[config.mk]
export PLATFORM = sky130hd
export DESIGN_NAME = audio_dma_arbiter
export DESIGN_NICKNAME = d
export VERILOG_FILES = /design/src/rtl/audio_dma_arbiter.sv
export SDC_FILE = /design/constraint.sdc
export NUM_CORES = 1
export LEC_CHECK = 0
export CORE_AREA = 10 10 87 89
export DETAILED_ROUTE_END_ITERATION = 8
export DIE_AREA = 0 0 97 99
export DONT_BUFFER_PORTS = 1
export HOLD_SLACK_MARGIN = 0.08
export PLACE_DENSITY = 0.59
export SYNTH_ARGS = -nofsm -noshare
export SYNTH_HDL_FRONTEND = slang
export SYNTH_SLANG_ARGS = --single-unit
[constraint.sdc]
create_clock -name i_clock -period 2.6 [get_ports i_clock]
set_input_delay 0.39 -clock i_clock [delete_from_list [all_inputs] [get_ports i_clock]]
set_output_delay 0.39 -clock i_clock [all_outputs]
set_load 0.03 [all_outputs]
[src/rtl/audio_dma_arbiter.sv]
// audio_dma_arbiter: round-robin share of one DMA bus-master port between
// N audio channel requesters. One transfer per grant; the grant is held
// from issue until the downstream completion, then a one-cycle release gap.
module audio_dma_arbiter #(
    parameter int N      = 4,
    parameter int ADDR_W = 32,
    parameter int DATA_W = 32
) (
    input  logic                  i_clock,
    input  logic                  i_reset,
    input  logic [N-1:0]          i_req,
    input  logic [N*ADDR_W-1:0]   i_address,
    input  logic [N-1:0]          i_enable,
    output logic [N-1:0]          o_ready,
    output logic [DATA_W-1:0]     o_rdata,
    output logic                  o_dma_request,
    output logic [ADDR_W-1:0]     o_dma_address,
    input  logic                  i_dma_ready,
    input  logic [DATA_W-1:0]     i_dma_rdata,
    output logic [N-1:0]          o_grant,
    output logic                  o_busy
);

    localparam int             PW  = (N > 1) ? $clog2(N) : 1;
    localparam logic [PW:0]    N_L = N[PW:0];

    typedef enum logic [1:0] {
        S_IDLE    = 2'd0,
        S_ISSUE   = 2'd1,
        S_RELEASE = 2'd2
    } state_t;

    state_t              state_q, state_d;
    logic [PW-1:0]       ptr_q, ptr_d;
    logic [PW-1:0]       win_q, win_d;
    logic [N-1:0]        grant_q, grant_d;
    logic                req_q, req_d;
    logic [ADDR_W-1:0]   addr_q, addr_d;

    logic [N-1:0]        eligible;
    logic                found;
    logic [PW-1:0]       pick;
    logic [PW:0]         idx;
    logic [PW:0]         ptr_nxt;

    // Round-robin search: first eligible requester starting at ptr, wrapping mod N.
    always_comb begin
        eligible = i_req & i_enable;
        found    = 1'b0;
        pick     = '0;
        idx      = '0;
        for (int k = 0; k < N; k++) begin
            idx = {1'b0, ptr_q} + (PW+1)'(k);
            if (idx >= N_L) idx = idx - N_L;
            if (!found && eligible[idx[PW-1:0]]) begin
                found = 1'b1;
                pick  = idx[PW-1:0];
            end
        end
    end

    // Pointer moves one past the winner so the winner goes to the back of the line.
    always_comb begin
        ptr_nxt = {1'b0, win_q} + 1'b1;
        if (ptr_nxt >= N_L) ptr_nxt = '0;
    end

    // Next-state and registered-output logic for IDLE -> ISSUE -> RELEASE.
    always_comb begin
        state_d = state_q;
        ptr_d   = ptr_q;
        win_d   = win_q;
        grant_d = grant_q;
        req_d   = req_q;
        addr_d  = addr_q;
        unique case (state_q)
            S_IDLE: begin
                if (found) begin
                    win_d   = pick;
                    grant_d = {{(N-1){1'b0}}, 1'b1} << pick;
                    addr_d  = i_address[pick*ADDR_W +: ADDR_W];
                    req_d   = 1'b1;
                    state_d = S_ISSUE;
                end
            end
            S_ISSUE: begin
                // Request and address stay frozen until the bus completes.
                if (i_dma_ready) begin
                    req_d   = 1'b0;
                    grant_d = '0;
                    ptr_d   = ptr_nxt[PW-1:0];
                    state_d = S_RELEASE;
                end
            end
            S_RELEASE: begin
                // Guaranteed request-low gap; requests are not looked at here.
                state_d = S_IDLE;
            end
            default: begin
                state_d = S_IDLE;
                req_d   = 1'b0;
                grant_d = '0;
            end
        endcase
    end

    // State register; reset abandons any transfer in flight.
    always_ff @(posedge i_clock) begin
        if (i_reset) begin
            state_q <= S_IDLE;
            ptr_q   <= '0;
            win_q   <= '0;
            grant_q <= '0;
            req_q   <= 1'b0;
            addr_q  <= '0;
        end else begin
            state_q <= state_d;
            ptr_q   <= ptr_d;
            win_q   <= win_d;
            grant_q <= grant_d;
            req_q   <= req_d;
            addr_q  <= addr_d;
        end
    end

    // Completion is combinational from the bus; gated to ISSUE so stray readies vanish.
    always_comb begin
        o_ready = grant_q & {N{i_dma_ready & (state_q == S_ISSUE)}};
        o_rdata = i_dma_rdata;
    end

    assign o_dma_request = req_q;
    assign o_dma_address = addr_q;
    assign o_grant       = grant_q;
    assign o_busy        = (state_q != S_IDLE);

endmodule

* Word-level counts from Yosys, hierarchy flattened
Cells that the tools add are included.
** Word-level totals
- Logic and storage cells :: 75
- Bits in registers :: 43
- Output and inout bits :: 74
- Input bits :: 171
** Operators by class
- $lt $le $gt $ge :: 9
- Multiplexer cells :: 30
- Bitwise logic cells :: 4
- Reduce and logical (&&, ||, !) cells :: 12
- Add/subtract/negate cells :: 8
- Shifts and indexed selects :: 2
- Eq/ne operators :: 4
** Operator list (number)
- indexed part select 128 x 8 -> 32 bit :: 1
- two-way mux 2 bit :: 11
- >= comparator 3 bit (second input constant) :: 4
- < comparator 2 x 3 -> 1 bit (second input constant) :: 4
- one-hot mux 4 bit (3 select lines) :: 1
- two-way mux 1 bit :: 10
- bitwise AND 4 bit :: 2
- binary-select mux 1 bit (select 2 bit) :: 4
- two-way mux 4 bit :: 2
- subtractor 2 x 1 -> 2 bit (second input constant) :: 4
- adder 2 x 1 -> 3 bit (second input constant) :: 2
- adder 2 x 2 -> 3 bit (second input constant) :: 2
- AND reduction 2 bit :: 3
- inequality test 2 bit (second input constant) :: 2
- one-hot mux 2 bit (2 select lines) :: 1
- left shift 1 x 2 -> 4 bit (first input constant) :: 1
- >= comparator 2 x 3 -> 1 bit (second input constant) :: 1
- logical AND 1 bit :: 3
- zero test 1 bit :: 3
- one-hot mux 1 bit (3 select lines) :: 1
- AND reduction 3 bit :: 1
- == test 2 x 1 -> 1 bit (second input constant) :: 1
- == test 2 bit (second input constant) :: 1
- zero test 2 bit :: 1
- other kinds (3) :: 3

* Depth between registers and ports, before layout
Gate-level depths: netlist of run 1.
- Depth after elaboration :: 17
- Mapped depth :: 7
- Gate-level depth less buffers :: 5

* Worst setup path after synthesis of run 1
Ideal clock, no wire load.
- Kind :: in2reg
- Start point :: input port i_req[0]
- End point :: register addr_q[25] (netlist: o_dma_address[25])
- Data arrival time :: 1.766 ns
- Required time :: 2.462 ns
- Setup time :: 0.138 ns
- Cell stages on the path :: 7
- Buffers on the path :: 2
- Setup slack :: 0.696 ns
- Cells stage by stage :: and3_1 -> or3b_1 -> a21oi_2 -> buf_4 -> buf_6 -> mux2i_1 -> o221ai_1
** On the way
- Longest elaborated chain between the ends :: 14
- Elaborated cells between the ends (all ways) :: 25
- Those cells by class :: shift (1); mux (16); bitwise (1); reduce/logical (7)
** Ends and longest elaborated chain
- start, declared :: line 11 : input logic [N-1:0] i_req,
- bitwise AND 4 bit (*) :: line 48 : eligible = i_req & i_enable;
- binary-select mux 1 bit (select 2 bit) :: line 55 : if (!found && eligible[idx[PW-1:0]]) begin
- two-way mux 1 bit (not written as such) :: line 55
- two-way mux 1 bit :: line 55
- zero test 1 bit :: line 55
- logical AND 1 bit :: line 55
- two-way mux 1 bit :: line 55
- zero test 1 bit :: line 55
- logical AND 1 bit :: line 55
- two-way mux 1 bit :: line 55
- zero test 1 bit :: line 55
- logical AND 1 bit :: line 55
- two-way mux 2 bit or two-way mux 1 bit (tied branches) :: line 55
- indexed part select 128 x 8 -> 32 bit or AND reduction 2 bit (tied branches)
- end signal, assigned :: line 122 : addr_q <= addr_d;
- end, declared :: line 38 : logic [ADDR_W-1:0] addr_q, addr_d;
Every way passes the cells marked *; elsewhere a longest branch is shown, timed or not. The select of a mux whose other input is x is not followed.
A chain may end at the register's enable or synchronous reset.

* Final worst setup path of run 1
- Start point :: register ptr_q[1]
- End point :: register addr_q[14] (netlist: o_dma_address[14])
** On the way
- Longest elaborated chain between the ends :: 15
- Elaborated cells between the ends (all ways) :: 39
- Those cells by class :: add/sub (7); order compare (4); shift (1); mux (20); reduce/logical (7)
** Ends and longest elaborated chain
- start, declared :: line 34 : logic [PW-1:0] ptr_q, ptr_d;
- start signal, assigned :: line 118 : ptr_q <= ptr_d;
- branches (longest 15 deep; another with adder 2 x 1 -> 3 bit)
Parallel ways; which one is timed is not known. The select of a mux whose other input is x is not followed.

==> out/qor.csv, run 1 <==
metric,value,unit
run_status,"complete, no violations",
post-synth-top-area-cell,dfxtp_1,
synth.yosys.warnings,0,
floorplan_die_height,99,um
timing.critical_path.to_type,flip-flop,
drt_pre_antenna_iters,4,
skew,0.002853,ns
worst_ep_required_time,2.77,ns
worstSetupPathType,flip-flop to flip-flop,
maxCapViolCount,0,
synth-main-ff-cell,dfxtp_1,
grt_antenna_before_repair,0,
worstPathCellList,and3_1 -> or3b_1 -> a21oi_4 -> buf_12 -> mux2i_1 -> o221ai_1,
worstSkewPairLatency,0.29,ns
wire_per_inst,25.53,um
cells_after_synthesis,282,
max-clock-path-buffers,2,
globalRoute.totalOverflow,0,
globalRouteTotalUtil,15.38,%
cts_post_setup_buffers_inserted,0,
most_frequent_cells_after_synthesis,"mux2i_1 (66), dfxtp_1 (43), nand3b_1 (36), buf_4 (34), o221ai_1 (32)",
rsz_0062_raised_after_global_routing,false,
hpwlAfterDp,6.178,mm
fin_nets,413,
grt_pass1_vias,2208,
num_vias,2076,
initial_core_util,46.19,%
largest_net_degree_at_the_start_of_global_routing,70,
grt_first_pass_wirelength,12.28,mm
synth.top_cell.area_share,31.85,%
worstPathMaxFanout,69,
cts_inserted_buffers,5,
timing.reg2reg.setup_slack,0.50,ns
width_of_the_chip,97,um
p_int,1153,uW
synth-seq-cells,43,
worst_hold_slack,0.1662,ns
netSwitchingPower,635.8,uW
post_synth_num_cell_types,29,
max_slew.worst_pin.slew,0.5746,ns
root_buffer,clkbuf_8,
hold_path_depth,1,
setup_viol_count_final,0,
synth.cell_area,2703,sq um
synth_seq_area_share,31.85,%
synth_enable_flop_cells,0,
final_number_of_hold_violating_endpoints,0,
routed_via_density,6.549,
critical_path.max_stage_delay,0.39,ns
critical_path.slowest_cell,or3b_1,
report.final.slew_viol_count,0,
placeableCoreArea,5851,sq um
leakagePower,0.0009688,uW
period_needed,2.100,ns
num_antenna_cells,0,
cts_hold_buffers,0,
reg2reg_depth,6,
post-route-period-util,80.76,%
switching_share,35.55,%
post_synth_main_area_contributors,"dfxtp_1 (32%), mux2i_1 (24%), o221ai_1 (10%), nand3b_1 (10%), buf_4 (9.4%)",
timing.fmax,476.2,MHz
gp_congestion,0.7793,
io_buffers,0,
p_per_area,683.0,nW/um^2
finalWirelength,8.093,mm
power.share.combinational,20.3,%
clk_transition_reported_paths,0.08,ns
layout_area_growth_over_synthesis,-3.102,%
synth_fp_nets,454,
route.detailed.drc,0,
worst_ir_drop_vdd,0.0003263,V
clock_tree_from_tritoncts,built,
total_clock_sinks,43,
power.clock.fraction,26.4,%
drive_gt1_share,6.612,%
crit_path_start_kind,flip-flop,
yosys.cell_count.top_type,mux2i_1,
totalNegativeSetupSlack,0,ns
die_area,9603,sq um
type_of_the_most_critical_hold_path,primary input to flip-flop,
timing.slew.headroom,61.52,%
synth_area_per_cell,9.584,sq um
setup_ws,0.5001,ns
synth_async_sr_flop_share,0,%
htree_num_levels,2,
antenna_left,0,
sequential_power_share,53.2,%
design.portCount,245,
critPathArrivalTime,2.27,ns
dp_slack,0.4513,ns
postCtsResizedCells,0,
first_iter_violations,81,
core.rowCount,28,
[layout by cell type (no fill, tap or decap), types with 2 or more instances in the layout]
| cell type | Yosys | layout |
|---|---|---|
| nor2_1 | 5 | 5 |
| and2_1 | 4 | 4 |
| a21oi_1 | 9 | 9 |
| o221ai_1 | 32 | 32 |
| or3_1 | 2 | 2 |
| clkbuf_8 | 0 | 7 |
| nand3_1 | 4 | 4 |
| mux2i_1 | 66 | 66 |
| nand2_1 | 11 | 11 |
| nand3b_1 | 36 | 36 |
| dfxtp_1 | 43 | 43 |
| o21ai_0 | 2 | 2 |
| buf_4 | 34 | 5 |
[logic make-up (layout without fill, tap and decap cells)]
kind of cell,Yosys count,after routing,share of synthesized area [%]
AOI/OAI and AO/OA,49,49,14.35
buffers and inverters,54,14,12.68
and+or+nand+nor,69,69,16.20
DFF,43,43,31.85
adders and majority gates,1,1,0.4629
muxes,66,66,24.44
[routing by layer]
metal | track usage (%) | share of wire [%]
met2 | 25.57 | 50
met1 | 16.46 | 36
met3 | 8.729 | 12
met5 | 0 | 0
met4 | 4.086 | 1.1
[registers in the layout, summed over array words and instances, names as in the netlist]
register / flops
win_q: 2
ptr_q: 2
state_q: 2
o_dma_request: 1
o_dma_address: 32
o_grant: 4
[path summary, 6_finish.rpt]
| kind | to | from |
|---|---|---|
| worst min register to register | win_q[1]$_SDFFE_PP0P_ | win_q[1]$_SDFFE_PP0P_ |
| worst max register to register | o_dma_address[14]$_SDFFE_PP0P_ | ptr_q[1]$_SDFFE_PP0P_ |
| worst min-delay path | ptr_q[1]$_SDFFE_PP0P_ | i_reset |
| worst max-delay path | o_dma_address[14]$_SDFFE_PP0P_ | ptr_q[1]$_SDFFE_PP0P_ |
[critical path: cells and delay by family (launching register included)]
| family | cells | cell delay [ns] |
|---|---|---|
| compound gates | 2 | 0.33 |
| flops | 1 | 0.37 |
| buf+inv | 1 | 0.38 |
| mux | 1 | 0.30 |
| simple gates | 2 | 0.56 |
[power by group through the flow]
stage	logic (uW)	registers, uW	clock network [uW]
2_1_floorplan	408	942	0
3_3_place_gp	362	971	0
3_5_place_dp	366	969	0
4_1_cts	366	956	489
5_1_grt	401	964	524
6_report	364	952	473
[stage by stage]
stage	instances	total power, uW	instance area (sq um)	utilization, %
6_report	317	1789	2619	44.76
5_1_grt	317	1889	2619	44.76
4_1_cts	317	1812	2619	44.76
3_5_place_dp	309	1335	2519	43.05
3_3_place_gp	309	1333	2519	43.05
2_1_floorplan	282	1350	2703	-
[layout make-up]
| class | count | area, sq um |
|---|---|---|
| timing repair buffer | 6 | 57.56 |
| sequential | 43 | 860.8 |
| fill | 591 | 3232 |
| multi-input combinational | 185 | 1506 |
| tap | 75 | 93.84 |
| clock buffer | 8 | 100.1 |
No activity file was read; power rests on OpenSTA's default activity.
==> run 2, diff against run 1 <==
==> constraint.sdc (replaced) <==
create_clock -name i_clock -period 2.1 [get_ports i_clock]
set_input_delay 0.315 -clock i_clock [delete_from_list [all_inputs] [get_ports i_clock]]
set_output_delay 0.315 -clock i_clock [all_outputs]
set_load 0.03 [all_outputs]
==> run 2 against run 1 <==
Compared with the run above: via count up 0.43%; sequential share of layout area down 1.1 points; largest power group unchanged; clock skew up 0.0098 ns; critical path type unchanged; wire length up 1.8%.
==> out/qor.csv, run 2 (same netlist as run 1, synthesis figures left out) <==
metric,value,unit,change
placement.cell_area,2554,sq um,was 2519 sq um
totalNegativeSetupSlack,0,ns,unchanged
period_needed,1.905,ns,was 2.100 ns
worst_ep_required_time,2.27,ns,was 2.77 ns
skew,0.01266,ns,was 0.002853 ns
rsz_0062_raised_after_global_routing,false,,unchanged
timing.reg2reg.setup_slack,0.20,ns,was 0.50 ns
placeableCoreArea,5851,sq um,unchanged
type_of_the_most_critical_hold_path,primary input to flip-flop,,unchanged
layout_area_growth_over_synthesis,0.3241,%,was -3.102%
worstPathMaxFanout,36,,was 69
report.final.slew_viol_count,0,,unchanged
grt_first_pass_wirelength,12.65,mm,was 12.28 mm
width_of_the_chip,97,um,unchanged
num_antenna_cells,0,,unchanged
timing.critical_path.to_type,flip-flop,,unchanged
first_iter_violations,71,,was 81
final_number_of_hold_violating_endpoints,0,,unchanged
post-layout-total-power,2326,uW,was 1789 uW
area.sequential,860.8,sq um,unchanged
critPathArrivalTime,2.08,ns,was 2.27 ns
root_buffer,clkbuf_8,,unchanged
cts_hold_buffers,2,,was 0
largest_net_degree_at_the_start_of_global_routing,45,,was 70
grt_antenna_before_repair,0,,unchanged
gp_congestion,0.7656,,was 0.7793
post-route-period-util,90.71,%,was 80.76%
max-clock-path-buffers,2,,unchanged
timing.slew.headroom,59.81,%,was 61.52%
p_per_area,858.0,nW/um^2,was 683.0 nW/um^2
drive_gt1_share,8.032,%,was 6.612%
io_buffers,0,,unchanged
postCtsResizedCells,0,,unchanged
globalRouteTotalUtil,15.75,%,was 15.38%
route.detailed.drc,0,,unchanged
timing.fmax,525.0,MHz,was 476.2 MHz
max_ffs_per_register,32,,unchanged
cts_inserted_buffers,5,,unchanged
htree_num_levels,2,,unchanged
drt_pre_antenna_iters,4,,unchanged
clk_transition_reported_paths,0.09,ns,was 0.08 ns
leakagePower,0.001015,uW,was 0.0009688 uW
max_slew.worst_pin.slew,0.5965,ns,was 0.5746 ns
num_vias,2085,,was 2076
wire_per_inst,25.43,um,was 25.53 um
reg2reg_depth,6,,unchanged
clock_tree_from_tritoncts,built,,unchanged
total_clock_sinks,43,,unchanged
die_area,9603,sq um,unchanged
maxCapViolCount,0,,unchanged
initial_core_util,46.19,%,unchanged
hpwlAfterDp,6.274,mm,was 6.178 mm
cp-endpoint,o_dma_address[14]$_SDFFE_PP0P_,,unchanged
antenna_left,0,,unchanged
routed_via_density,6.435,,was 6.549
final_common_cell,mux2i_1,,unchanged
fin_area,2711,sq um,was 2619 sq um
run_status,"complete, no violations",,unchanged
grt_pass1_vias,2280,,was 2208
fin_nets,420,,was 413
finalWirelength,8.240,mm,was 8.093 mm
filler_cell_count,541,,was 591
reg2reg_from,ptr_q[1]$_SDFFE_PP0P_,,unchanged
core.rowCount,28,,unchanged
worstSetupPathType,flip-flop to flip-flop,,unchanged
cts_post_setup_buffers_inserted,0,,unchanged
worstSkewPairLatency,0.30,ns,was 0.29 ns
globalRoute.totalOverflow,0,,unchanged
design.portCount,245,,unchanged
multi_input_gate_area_in_the_final_layout,1506,sq um,unchanged
floorplan_die_height,99,um,unchanged
mostFrequentLayoutCells,"mux2i_1 (66), dfxtp_1 (43), nand3b_1 (36), o221ai_1 (32), nand2_1 (11)",,unchanged
worst_ir_drop_vdd,0.0004303,V,was 0.0003263 V
crit_path_start_kind,flip-flop,,unchanged
setup_viol_count_final,0,,unchanged
reg_to_reg_end,o_dma_address[14]$_SDFFE_PP0P_,,unchanged
timing.critical_path.from,ptr_q[1]$_SDFFE_PP0P_,,unchanged
==> run 2: changes by cell type in the layout (fill, tap and decap cells not counted), sizes merged <==
cell         delta
clkinv          +1
dlygate4sd3     +4
bufinv          +1
buf             +3
clkbuf          -2
==> run 2: routing by layer <==
| layer | track usage, % | part of all wire, % | vias to the layer above |
|---|---|---|---|
| met5 | 0 | 0 | - |
| met4 | 3.405 | 0.86 | 0 |
| met3 | 9.008 | 13 | 10 |
| met2 | 26.49 | 51 | 130 |
| met1 | 16.84 | 35 | 979 |
| li1 | - | - | 966 |
==> run 2: where the power goes <==
part	switching [uW]	total, uW	internal, uW
Clock	287	672	385
Sequential	263	1180	917
Combinational	248	475	226
==> run 2: how the worst min path moves through the flow <==
stage / startpoint / end / cells after the start
detailed placement: i_reset / ptr_q[1]$_SDFFE_PP0P_ / 1
finish: i_dma_ready / state_q[0]$_SDFFE_PP0P_ / 2
CTS: i_reset / ptr_q[0]$_SDFFE_PP0P_ / 1
floorplan: win_q[1]$_SDFFE_PP0P_ / win_q[1]$_SDFFE_PP0P_ / 2
global route: i_dma_ready / state_q[0]$_SDFFE_PP0P_ / 2
global placement: i_reset / o_grant[0]$_SDFFE_PP0P_ / 1
==> run 2: area by class of cell <==
cell class                      instances  area share (%)
Sequential cell                        43           31.75
Timing Repair Buffer                   13           4.892
Clock inverter                          2           1.292
Multi-Input combinational cell        185           55.56
Clock buffer                            6           3.046
Tap cell                               75           3.461
==> run 2: critical path, cell delays in order (launching register included) <==
cell,delay (ns)
dfxtp_1,0.31
and3_1,0.14
or3b_1,0.40
a21oi_4,0.23
buf_12,0.26
mux2i_1,0.27
o221ai_1,0.14
==> run 2: metrics by stage <==
stage	hold slack, ns	worst slack, ns	cells	util (%)
2_1_floorplan	0.4681	0.2647	282	-
3_3_place_gp	0.3936	0.1368	312	43.65
3_5_place_dp	0.3962	0.1369	312	43.65
4_1_cts	0.08080	0.1877	322	46.00
5_1_grt	0.1775	0.1015	324	46.34
6_report	0.1886	0.1951	324	46.34
